==> src/rtl/pipe_pkg.sv <==
// Shared helpers for the elastic pipeline.
package pipe_pkg;

  function automatic int cnt_width(input int depth);
    return (depth < 1) ? 1 : $clog2(depth + 1);
  endfunction

endpackage

==> src/rtl/elastic_stage.sv <==
// One valid/data register pair; loads on load_i, clears on rst_i or clear_i.
// Data only follows a valid source so empty slots keep their last payload.
module elastic_stage #(
  parameter int WIDTH = 32
) (
  input  logic             clk_i,
  input  logic             rst_i,
  input  logic             clear_i,
  input  logic             load_i,
  input  logic             src_valid_i,
  input  logic [WIDTH-1:0] src_data_i,
  output logic             valid_o,
  output logic [WIDTH-1:0] data_o
);

  logic             valid_q, valid_d;
  logic [WIDTH-1:0] data_q, data_d;

  always_comb begin
    valid_d = valid_q;
    data_d  = data_q;
    if (clear_i) begin
      valid_d = 1'b0;
      data_d  = '0;
    end else if (load_i) begin
      valid_d = src_valid_i;
      if (src_valid_i) begin
        data_d = src_data_i;
      end
    end
  end

  always_ff @(posedge clk_i) begin
    if (rst_i) begin
      valid_q <= 1'b0;
      data_q  <= '0;
    end else begin
      valid_q <= valid_d;
      data_q  <= data_d;
    end
  end

  assign valid_o = valid_q;
  assign data_o  = data_q;

endmodule

==> src/rtl/elastic_pipe.sv <==
// DEPTH-stage valid/ready pipeline with bubble collapsing, stall and flush.
// Latency DEPTH cycles unblocked; in_ready follows out_ready through the ready chain.
module elastic_pipe
  import pipe_pkg::*;
#(
  parameter  int WIDTH = 32,
  parameter  int DEPTH = 2,
  localparam int CNT_W = cnt_width(DEPTH)
) (
  input  logic             clk_i,
  input  logic             rst_i,
  input  logic             stall_i,
  input  logic             flush_i,
  input  logic             in_valid_i,
  input  logic [WIDTH-1:0] in_data_i,
  output logic             in_ready_o,
  output logic             out_valid_o,
  output logic [WIDTH-1:0] out_data_o,
  input  logic             out_ready_i,
  output logic [CNT_W-1:0] count_o
);

  logic [DEPTH-1:0] v;
  logic [WIDTH-1:0] d [DEPTH];
  logic [DEPTH:0]   rdy;
  logic             hold;
  logic [CNT_W-1:0] cnt;

  assign hold = stall_i | flush_i;

  // A stage can take a word if it is empty or everything downstream can move.
  always_comb begin
    rdy        = '0;
    rdy[DEPTH] = out_ready_i;
    for (int i = DEPTH - 1; i >= 0; i--) begin
      rdy[i] = ~v[i] | rdy[i+1];
    end
  end

  for (genvar g = 0; g < DEPTH; g++) begin : g_stage
    logic             src_valid;
    logic [WIDTH-1:0] src_data;

    if (g == 0) begin : g_head
      assign src_valid = in_valid_i;
      assign src_data  = in_data_i;
    end else begin : g_body
      assign src_valid = v[g-1];
      assign src_data  = d[g-1];
    end

    elastic_stage #(.WIDTH(WIDTH)) u_stage (
      .clk_i       (clk_i),
      .rst_i       (rst_i),
      .clear_i     (flush_i),
      .load_i      (~hold & rdy[g]),
      .src_valid_i (src_valid),
      .src_data_i  (src_data),
      .valid_o     (v[g]),
      .data_o      (d[g])
    );
  end

  always_comb begin
    cnt = '0;
    for (int i = 0; i < DEPTH; i++) begin
      cnt = cnt + CNT_W'(v[i]);
    end
  end

  assign in_ready_o  = ~hold & rdy[0];
  assign out_valid_o = ~hold & v[DEPTH-1];
  assign out_data_o  = d[DEPTH-1];
  assign count_o     = cnt;

endmodule

==> config.mk <==
export PLATFORM = sky130hd
export DESIGN_NAME = elastic_pipe
export DESIGN_NICKNAME = d
export VERILOG_FILES = /design/src/rtl/pipe_pkg.sv /design/src/rtl/elastic_stage.sv /design/src/rtl/elastic_pipe.sv
export SDC_FILE = /design/constraint.sdc
export NUM_CORES = 1
export LEC_CHECK = 0
export ABC_AREA = 1
export BUFFER_PORTS_ARGS = -buffer_cell sky130_fd_sc_hd__buf_2
export CAP_MARGIN = 20
export CELL_PAD_IN_SITES_DETAIL_PLACEMENT = 0
export CELL_PAD_IN_SITES_GLOBAL_PLACEMENT = 1
export CORE_UTILIZATION = 39
export DETAILED_ROUTE_END_ITERATION = 12
export GPL_TIMING_DRIVEN = 0
export PLACE_DENSITY_LB_ADDON = 0.1
export SLEW_MARGIN = 20
export SYNTH_ARGS = -nofsm -noshare
export SYNTH_HDL_FRONTEND = slang
export SYNTH_SLANG_ARGS = --single-unit
==> constraint.sdc <==
create_clock -name clk_i -period 3.5 [get_ports clk_i]
set_input_delay 0 -clock clk_i [delete_from_list [all_inputs] [get_ports clk_i]]
set_output_delay 0 -clock clk_i [all_outputs]
set_load 0.005 [all_outputs]
==> results of run 1 <==
==> final cells by class <==
| class | count | area [um^2] | area share |
|---|---|---|---|
| clock inverter | 5 | 125 | 0.0317 |
| tap | 99 | 124 | 0.0314 |
| clock buffer | 11 | 141 | 0.0359 |
| sequential | 66 | 1320 | 0.335 |
| timing repair buffer | 85 | 490 | 0.124 |
| inverter | 132 | 495 | 0.126 |
| buffer | 27 | 129 | 0.0327 |
| multi-input combinational | 270 | 1120 | 0.283 |
==> flip-flops by register name, indices dropped and copies added, names as in the netlist <==
| signal | count |
|---|---|
| g_stage.u_stage.data_o | 64 |
| g_stage.u_stage.valid_o | 2 |
==> report_power, final <==
part	internal, uW	switching, uW
logic	53.3	72.4
clock network	564	295
registers	760	5.03
total	1380	372
==> worst min-delay path, stage by stage <==
cell     delay [ns]
buf_2          0.08
inv_1          0.03
nand4_1        0.07
nand2_1        0.05
nor2_1         0.07
==> repair_timing <==
| action | 4_1_cts | 5_1_grt |
|---|---|---|
| endpoints found under the hold margin | 13 | 0 |
| endpoints found under the setup margin | 0 | 0 |
| resized for setup | 0 | 0 |
| hold buffers | 13 | 0 |
==> final timing paths <==
path / to / slack, ns / cells after the start
setup reg to reg: g_stage[0].u_stage.data_o[24] / 2.05 / 6
hold / removal: g_stage[0].u_stage.data_o[17] / -0.01 / 5
setup / recovery: g_stage[0].u_stage.data_o[24] / 2.05 / 6
hold reg to reg: g_stage[1].u_stage.data_o[8] / 0.48 / 2
==> through the flow <==
| step | setup WS [ns] | instance area, um^2 |
|---|---|---|
| 3_3_place_gp | 2.08 | 3550 |
| 4_1_cts | 2.06 | 3940 |
| 2_1_floorplan | 2.37 | 3060 |
| 5_1_grt | 1.89 | 3940 |
| 3_5_place_dp | 2.08 | 3550 |
| 6_report | 2.05 | 3940 |
==> cells in the final DEF, fill, tap and decap left out <==
| cell type | instances |
|---|---|
| a21oi_1 | 2 |
| nor2_1 | 98 |
| nand2_1 | 132 |
| nand4_1 | 32 |
| clkbuf_1 | 11 |
| bufinv_16 | 4 |
| o21ai_0 | 1 |
| inv_1 | 132 |
| nor2_4 | 1 |
| buf_6 | 2 |
| dfxtp_1 | 66 |
| buf_1 | 5 |
| ha_1 | 1 |
| dlygate4sd3_1 | 13 |
| buf_2 | 82 |
| clkinv_2 | 1 |
| nand3_1 | 3 |
| clkbuf_8 | 10 |
==> logic make-up (layout without fill, tap and decap cells) <==
| family | count (synthesis) | in the layout |
|---|---|---|
| DFF | 66 | 66 |
| and+or+nand+nor | 266 | 266 |
| buffers and inverters | 159 | 260 |
| AOI/OAI and AO/OA | 3 | 3 |
| adders and majority gates | 1 | 1 |
==> per-layer routing <==
layer / vias to the layer above / part of all wire / track usage
li1: 1598 / - / -
met2: 54 / 0.48 / 0.309
met3: 12 / 0.033 / 0.0303
met4: 0 / 0.019 / 0.0739
met1: 1229 / 0.47 / 0.215
met5: - / 0 / 0
==> flow_summary.ini, run 1 <==
[cts]
cts_num_sinks = 66
h-tree-depth = 3
clockBufferDepth = 2
numCtsBuffers = 9
cts_tree = built
root_buffer = clkbuf_8
clkTransAtPathRegs_ns = 0.07
worstSkewPairLatency_ns = 0.34
cts_setup_buffers = 0

[timing]
fin_crit_sh = 0.413
tightest_slew_ns = 0.541
worst_hold_slack_ns = -0.00969
rsz0062_at_grt = no
slew_violations = 0
clock_skew_ns = 0.00740
slew_headroom = 0.639
hold_violations = 1
fin_crit_ns = 1.45
setup_violations = 0
tns_ns = 0
max_freq_ghz = 0.691

[global_routing]
grtUsageTotal = 0.178
grt_pass1_vias = 2675
antenna_found_initial = 0
grt_pass1_wl_um = 11800
overflow = 0
grt_max_degree = 12

[worst_setup_path]
path_cells = nand3_1 > nand3_1 > buf_2 > nand2_1 > inv_1 > nor2_1
crit_arrival_ns = 1.68
end_kind = register
critPathRequiredTime_ns = 3.73
timing.rr.start = g_stage[1].u_stage.valid_o
cpLargestDelayFamily = simple AND/OR/NAND/NOR gates
critPathMaxFanout = 10
crit_slowest_cell = dfxtp_1
critPathLaunchType = register
cpMostUsedCell = nand3_1
critPathLaunch = g_stage[1].u_stage.valid_o
worstSetupPathType = register to register
crit_buf_inv = 2
critPathMaxStageDelay_ns = 0.42

[logic_synthesis]
synth_area_leaders = dfxtp_1, inv_1, nand2_1
ys_ff_latch = 66
yosysTopAreaCell = dfxtp_1
synth_compound_area_frac = 0.00490
synthXorXnorAreaFrac = 0
synth.top_cells.by_count = inv_1, nand2_1, nor2_1
synth_nets = 534
synth_top_family_by_area = simple AND/OR/NAND/NOR gates
synth_edf_count = 0
yosysSeqAreaShare = 0.431
synth_area_mm2 = 0.00306
syn_inst = 495
synthSimpleGateAreaFrac = 0.356
async_flop_share = 0
synth_warnings = 0
synthMuxAreaShare = 0
synth_cell_types = 14
syn_avg_cell_area_um2 = 6.19
synthAdderAreaFrac = 0.00408
synth_top_cell_area_share = 0.431
ys.flop_type = dfxtp_1

[placement]
dp_cells = 666
gp_congestion = 0.781
hpwl_um = 4920
port_buffers = 72

[layout]
final_util = 0.532
layout.nets = 630
stdcell_count = 695
drive_gt1_frac = 0.168
area_growth_pct = 28.8
diodes = 0
fillers = 803

[job]
maxCapViolations = 0

[power]
p_leak_uw = 0.00227
power_density_mw_per_mm2 = 444
total_power_uw = 1750
vdd_drop_max_uv = 210

[run_status]
violations = negative hold slack
status = complete, but fails checks

[floorplanning]
core.rowCount = 31
dieWidth_um = 90.6
io-pin-count = 74
core_mm2 = 0.00741
dieArea_mm2 = 0.00821
start_util = 0.413
die_h_um = 90.6

[hold_path]
hold_path_startpoint = in_data_i[17]
hold_path.class = primary input to register

[drt]
drtIter0Drc = 98
drc = 0
dr_total_vias = 2893
via_per_inst = 4.16
wirelength_um = 7060
firstDrtPassIters = 4
wire_per_inst_um = 10.2
ant_nets = 0
Power figures use the tool's default switching activity.
==> run 2: changes to the inputs <==
- CORE_UTILIZATION: 39 -> 33
- clock period: 3.5 -> 1.3 ns (I/O delays scaled with it)
==> flow_summary.ini, run 2 (synthesized netlist as in run 1, its figures left out) <==
[run_status]
status = complete, no violations

[power]
p_leak_uw = 0.00226
vdd_drop_max_uv = 365
total_power_uw = 4180
power_density_mw_per_mm2 = 1070

[placement]
dp_cells = 675
hpwl_um = 5200
pre_cts_ws_ns = -0.134
port_buffers = 72
gp_congestion = 0.776

[timing]
rsz0062_at_grt = no
worst_slack_ns = 0.108
worst_hold_slack_ns = 0.00423
slew_headroom = 0.681
clock_skew_ns = 0.00672
fin_crit_ns = 1.19
slew_violations = 0
max_freq_ghz = 0.839
setup_violations = 0
tightest_slew_ns = 0.478
fin_crit_sh = 0.917
hold_violations = 0

[floorplanning]
core_mm2 = 0.00885
io-pin-count = 74
core.rowCount = 34
die_h_um = 98.3
start_util = 0.346
dieWidth_um = 98.3
dieArea_mm2 = 0.00967

[global_routing]
grt_pass1_vias = 2894
overflow = 0
grt_max_degree = 11
antenna_found_initial = 0
grt_pass1_wl_um = 12600
grtUsageTotal = 0.163

[layout]
fillers = 1004
final_util = 0.443
multi_input_area_mm2 = 0.00113
diodes = 0
drive_gt1_frac = 0.180
largest_reg_flops = 64
area_growth_pct = 27.9
stdcell_count = 702
final_cell_mix = inv_1, nand2_1, nor2_1
regArea_mm2 = 0.00132
layout.nets = 629

[drt]
drtIter0Drc = 72
dr_total_vias = 2931
drc = 0
wirelength_um = 7240
wire_per_inst_um = 10.3
via_per_inst = 4.18
firstDrtPassIters = 6
ant_nets = 0

[worst_setup_path]
end_kind = register
critPathRequiredTime_ns = 1.53
crit_arrival_ns = 1.42
critPathLaunchType = register
critPathMaxFanout = 10
worstSetupPathType = register to register

[cts]
cts_setup_buffers = 0
root_buffer = clkbuf_8
cts_tree = built
cts_num_sinks = 66
h-tree-depth = 3
numCtsBuffers = 9
clockBufferDepth = 2
clkTransAtPathRegs_ns = 0.07
worstSkewPairLatency_ns = 0.33

[job]
maxCapViolations = 0

[hold_path]
hold_path.class = primary input to register
[run 2: cell count changes in the layout (fill, tap and decap cells not counted), sizes merged]
cell / previous run / this run
buf: 89 / 88
dlygate4sd3: 13 / 12
clkbuf: 21 / 24
bufinv: 4 / 1
[run 2: stage by stage]
stage | area, um^2 | setup TNS (ns)
after CTS | 3910 | 0
final | 3920 | 0
after detailed placement | 3560 | -3.68
after floorplan | 3060 | 0
after global routing | 3920 | 0
after global placement | 3560 | -3.42
[run 2: worst paths after layout]
kind | from | endpoint | slack [ns] | cells past startpoint
setup / recovery | g_stage[1].u_stage.valid_o | g_stage[1].u_stage.data_o[18] | 0.11 | 6
hold / removal | in_data_i[1] | g_stage[0].u_stage.data_o[1] | 0.004 | 5
setup reg to reg | g_stage[1].u_stage.valid_o | g_stage[1].u_stage.data_o[18] | 0.11 | 6
hold reg to reg | g_stage[0].u_stage.data_o[26] | g_stage[1].u_stage.data_o[26] | 0.48 | 2
[run 2: final cells by class]
cell class,instances,area share
timing repair buffer,84,0.123
tap,108,0.0345
buffer,27,0.0386
clock buffer,13,0.0431
clock inverter,2,0.00894
multi-input combinational,270,0.288
inverter,132,0.126
sequential,66,0.338
[run 2: critical path, cell delays in order (launching register included)]
cell and delay, ns:
dfxtp_2 0.35, nand2_1 0.08, nand3_1 0.09, buf_4 0.21
clkbuf_4 0.19, nor2_1 0.11, nor2_1 0.05
[run 2: what timing repair did]
action / in CTS / in global routing
hold buffers: 12 / 0
gates resized for setup: 8 / 11
hold endpoints to repair: 12 / 0
endpoints found under the setup margin: 55 / 58
[run 2: power breakdown]
group	switching, uW	internal (uW)
Combinational	199	145
Clock	741	1030
Sequential	13.4	2050
Total	953	3220
[run 2: metal layers]
layer | routed length, um | global-route usage
met5 | 0 | 0
met4 | 110 | 0.0620
met1 | 3500 | 0.205
met3 | 272 | 0.0293
met2 | 3350 | 0.277
==> run 3: changes to the inputs <==
- CORE_UTILIZATION: 33 -> 39
- clock period: 1.3 -> 1.4 ns (I/O delays scaled with it)
==> flow_summary.ini, run 3 (synthesized netlist as in run 1, its figures left out) <==
[run_status]
status = complete, but fails checks
violations = negative hold slack

[cts]
cts_num_sinks = 66
root_buffer = clkbuf_8
worstSkewPairLatency_ns = 0.34
cts_tree = built
clkTransAtPathRegs_ns = 0.07
numCtsBuffers = 9
h-tree-depth = 3
clockBufferDepth = 2

[layout]
layout.nets = 630
final_cell_mix = inv_1, nand2_1, nor2_1
largest_reg_flops = 64
regArea_mm2 = 0.00132
drive_gt1_frac = 0.176
area_growth_pct = 29.5
diodes = 0
stdcell_count = 695
multi_input_area_mm2 = 0.00113
fillers = 802
stdcell_area_mm2 = 0.00397

[global_routing]
overflow = 0
grt_max_degree = 12
grt_pass1_wl_um = 11800
antenna_found_initial = 0
grt_pass1_vias = 2683
grtUsageTotal = 0.177

[floorplanning]
die_h_um = 90.6
start_util = 0.413
core.rowCount = 31
dieArea_mm2 = 0.00821
dieWidth_um = 90.6
core_mm2 = 0.00741
io-pin-count = 74

[timing]
fin_crit_sh = 0.903
worst_slack_ns = 0.136
tightest_slew_ns = 0.547
hold_violations = 1
fin_crit_ns = 1.26
setup_violations = 0
rsz0062_at_grt = no
max_freq_ghz = 0.791
slew_headroom = 0.636
clock_skew_ns = 0.00724
slew_violations = 0
worst_hold_slack_ns = -0.00643

[drt]
ant_nets = 0
wire_per_inst_um = 10.2
wl_met1_um = 3280
wl_met2_um = 3440
via_per_inst = 4.16
drc = 0
drtIter0Drc = 86
wirelength_um = 7090
top_layer_used = met4
dr_total_vias = 2892
dr_wl_met3_um = 275
firstDrtPassIters = 4

[worst_setup_path]
timing.rr.start = g_stage[1].u_stage.valid_o
r2r_slack_ns = 0.14
crit_arrival_ns = 1.53
worstSetupPathType = register to register
reg2reg_depth = 6
critPathMaxFanout = 10
critPathLaunchType = register
r2r-end = g_stage[1].u_stage.data_o[10]
end_kind = register
critPathRequiredTime_ns = 1.66

[power]
vdd_drop_max_uv = 525
power_density_mw_per_mm2 = 1100
p_leak_uw = 0.00228

[hold_path]
hold_path_startpoint = in_data_i[17]
whs_path_depth = 5
min_to = g_stage[0].u_stage.data_o[17]
hold_path.class = primary input to register

[placement]
port_buffers = 72
gp_congestion = 0.781
pre_cts_ws_ns = -0.0201
hpwl_um = 4920
place_area_mm2 = 0.00355
dp_cells = 666

[job]
maxCapViolations = 0
run 3: how the worst max path moves through the flow:
stage                                     from                             to  slack, ns  cells past startpoint
floorplan           g_stage[1].u_stage.valid_o  g_stage[0].u_stage.data_o[22]       0.27                      6
global placement    g_stage[1].u_stage.valid_o   g_stage[0].u_stage.data_o[9]      -0.02                      6
detailed placement  g_stage[1].u_stage.valid_o  g_stage[0].u_stage.data_o[27]      -0.02                      6
CTS                 g_stage[1].u_stage.valid_o  g_stage[1].u_stage.data_o[10]      0.003                      6
global route        g_stage[1].u_stage.valid_o  g_stage[1].u_stage.data_o[10]       0.01                      6
finish              g_stage[1].u_stage.valid_o  g_stage[1].u_stage.data_o[10]       0.14                      6
run 3: final cells by class:
type | instances | share of cell area
buffer | 27 | 0.0347
clock buffer | 11 | 0.0357
clock inverter | 5 | 0.0316
inverter | 132 | 0.125
multi-input combinational | 270 | 0.284
sequential | 66 | 0.334
tap | 99 | 0.0312
timing repair buffer | 85 | 0.124
run 3: worst max-delay path: stages (launching register included):
cell and delay (ns):
dfxtp_2 0.38, nand2_1 0.08, nand3_1 0.09, clkbuf_4 0.23, clkbuf_4 0.25, nor2_1 0.06, nor2_1 0.11
run 3: repair_timing:
action | CTS | global route
endpoints found under the setup margin | 29 | 63
hold buffers | 13 | 0
resized for setup | 1 | 8
gates cloned | 0 | 0
buffers inserted | 0 | 0
endpoints found under the hold margin | 13 | 0
run 3: metal layers:
layer	GRT usage	vias up
met3	0.0303	8
met4	0.0739	0
met5	0	-
met1	0.214	1227
li1	-	1599
met2	0.309	58
run 3: stage by stage:
stage / setup TNS, ns / power [uW] / hold WS, ns / utilization
6_report: 0 / 4370 / -0.00643 / 0.535
5_1_grt: 0 / 4550 / 0.0255 / 0.535
4_1_cts: 0 / 4410 / 0.000611 / 0.533
3_5_place_dp: -0.221 / 2250 / 0.336 / 0.479
3_3_place_gp: -0.494 / 2240 / 0.330 / 0.479
2_1_floorplan: 0 / 2140 / 0.204 / -
run 3: power breakdown:
group	internal, uW	switching (uW)
registers	1900	12.7
clock network	1410	729
logic	134	182
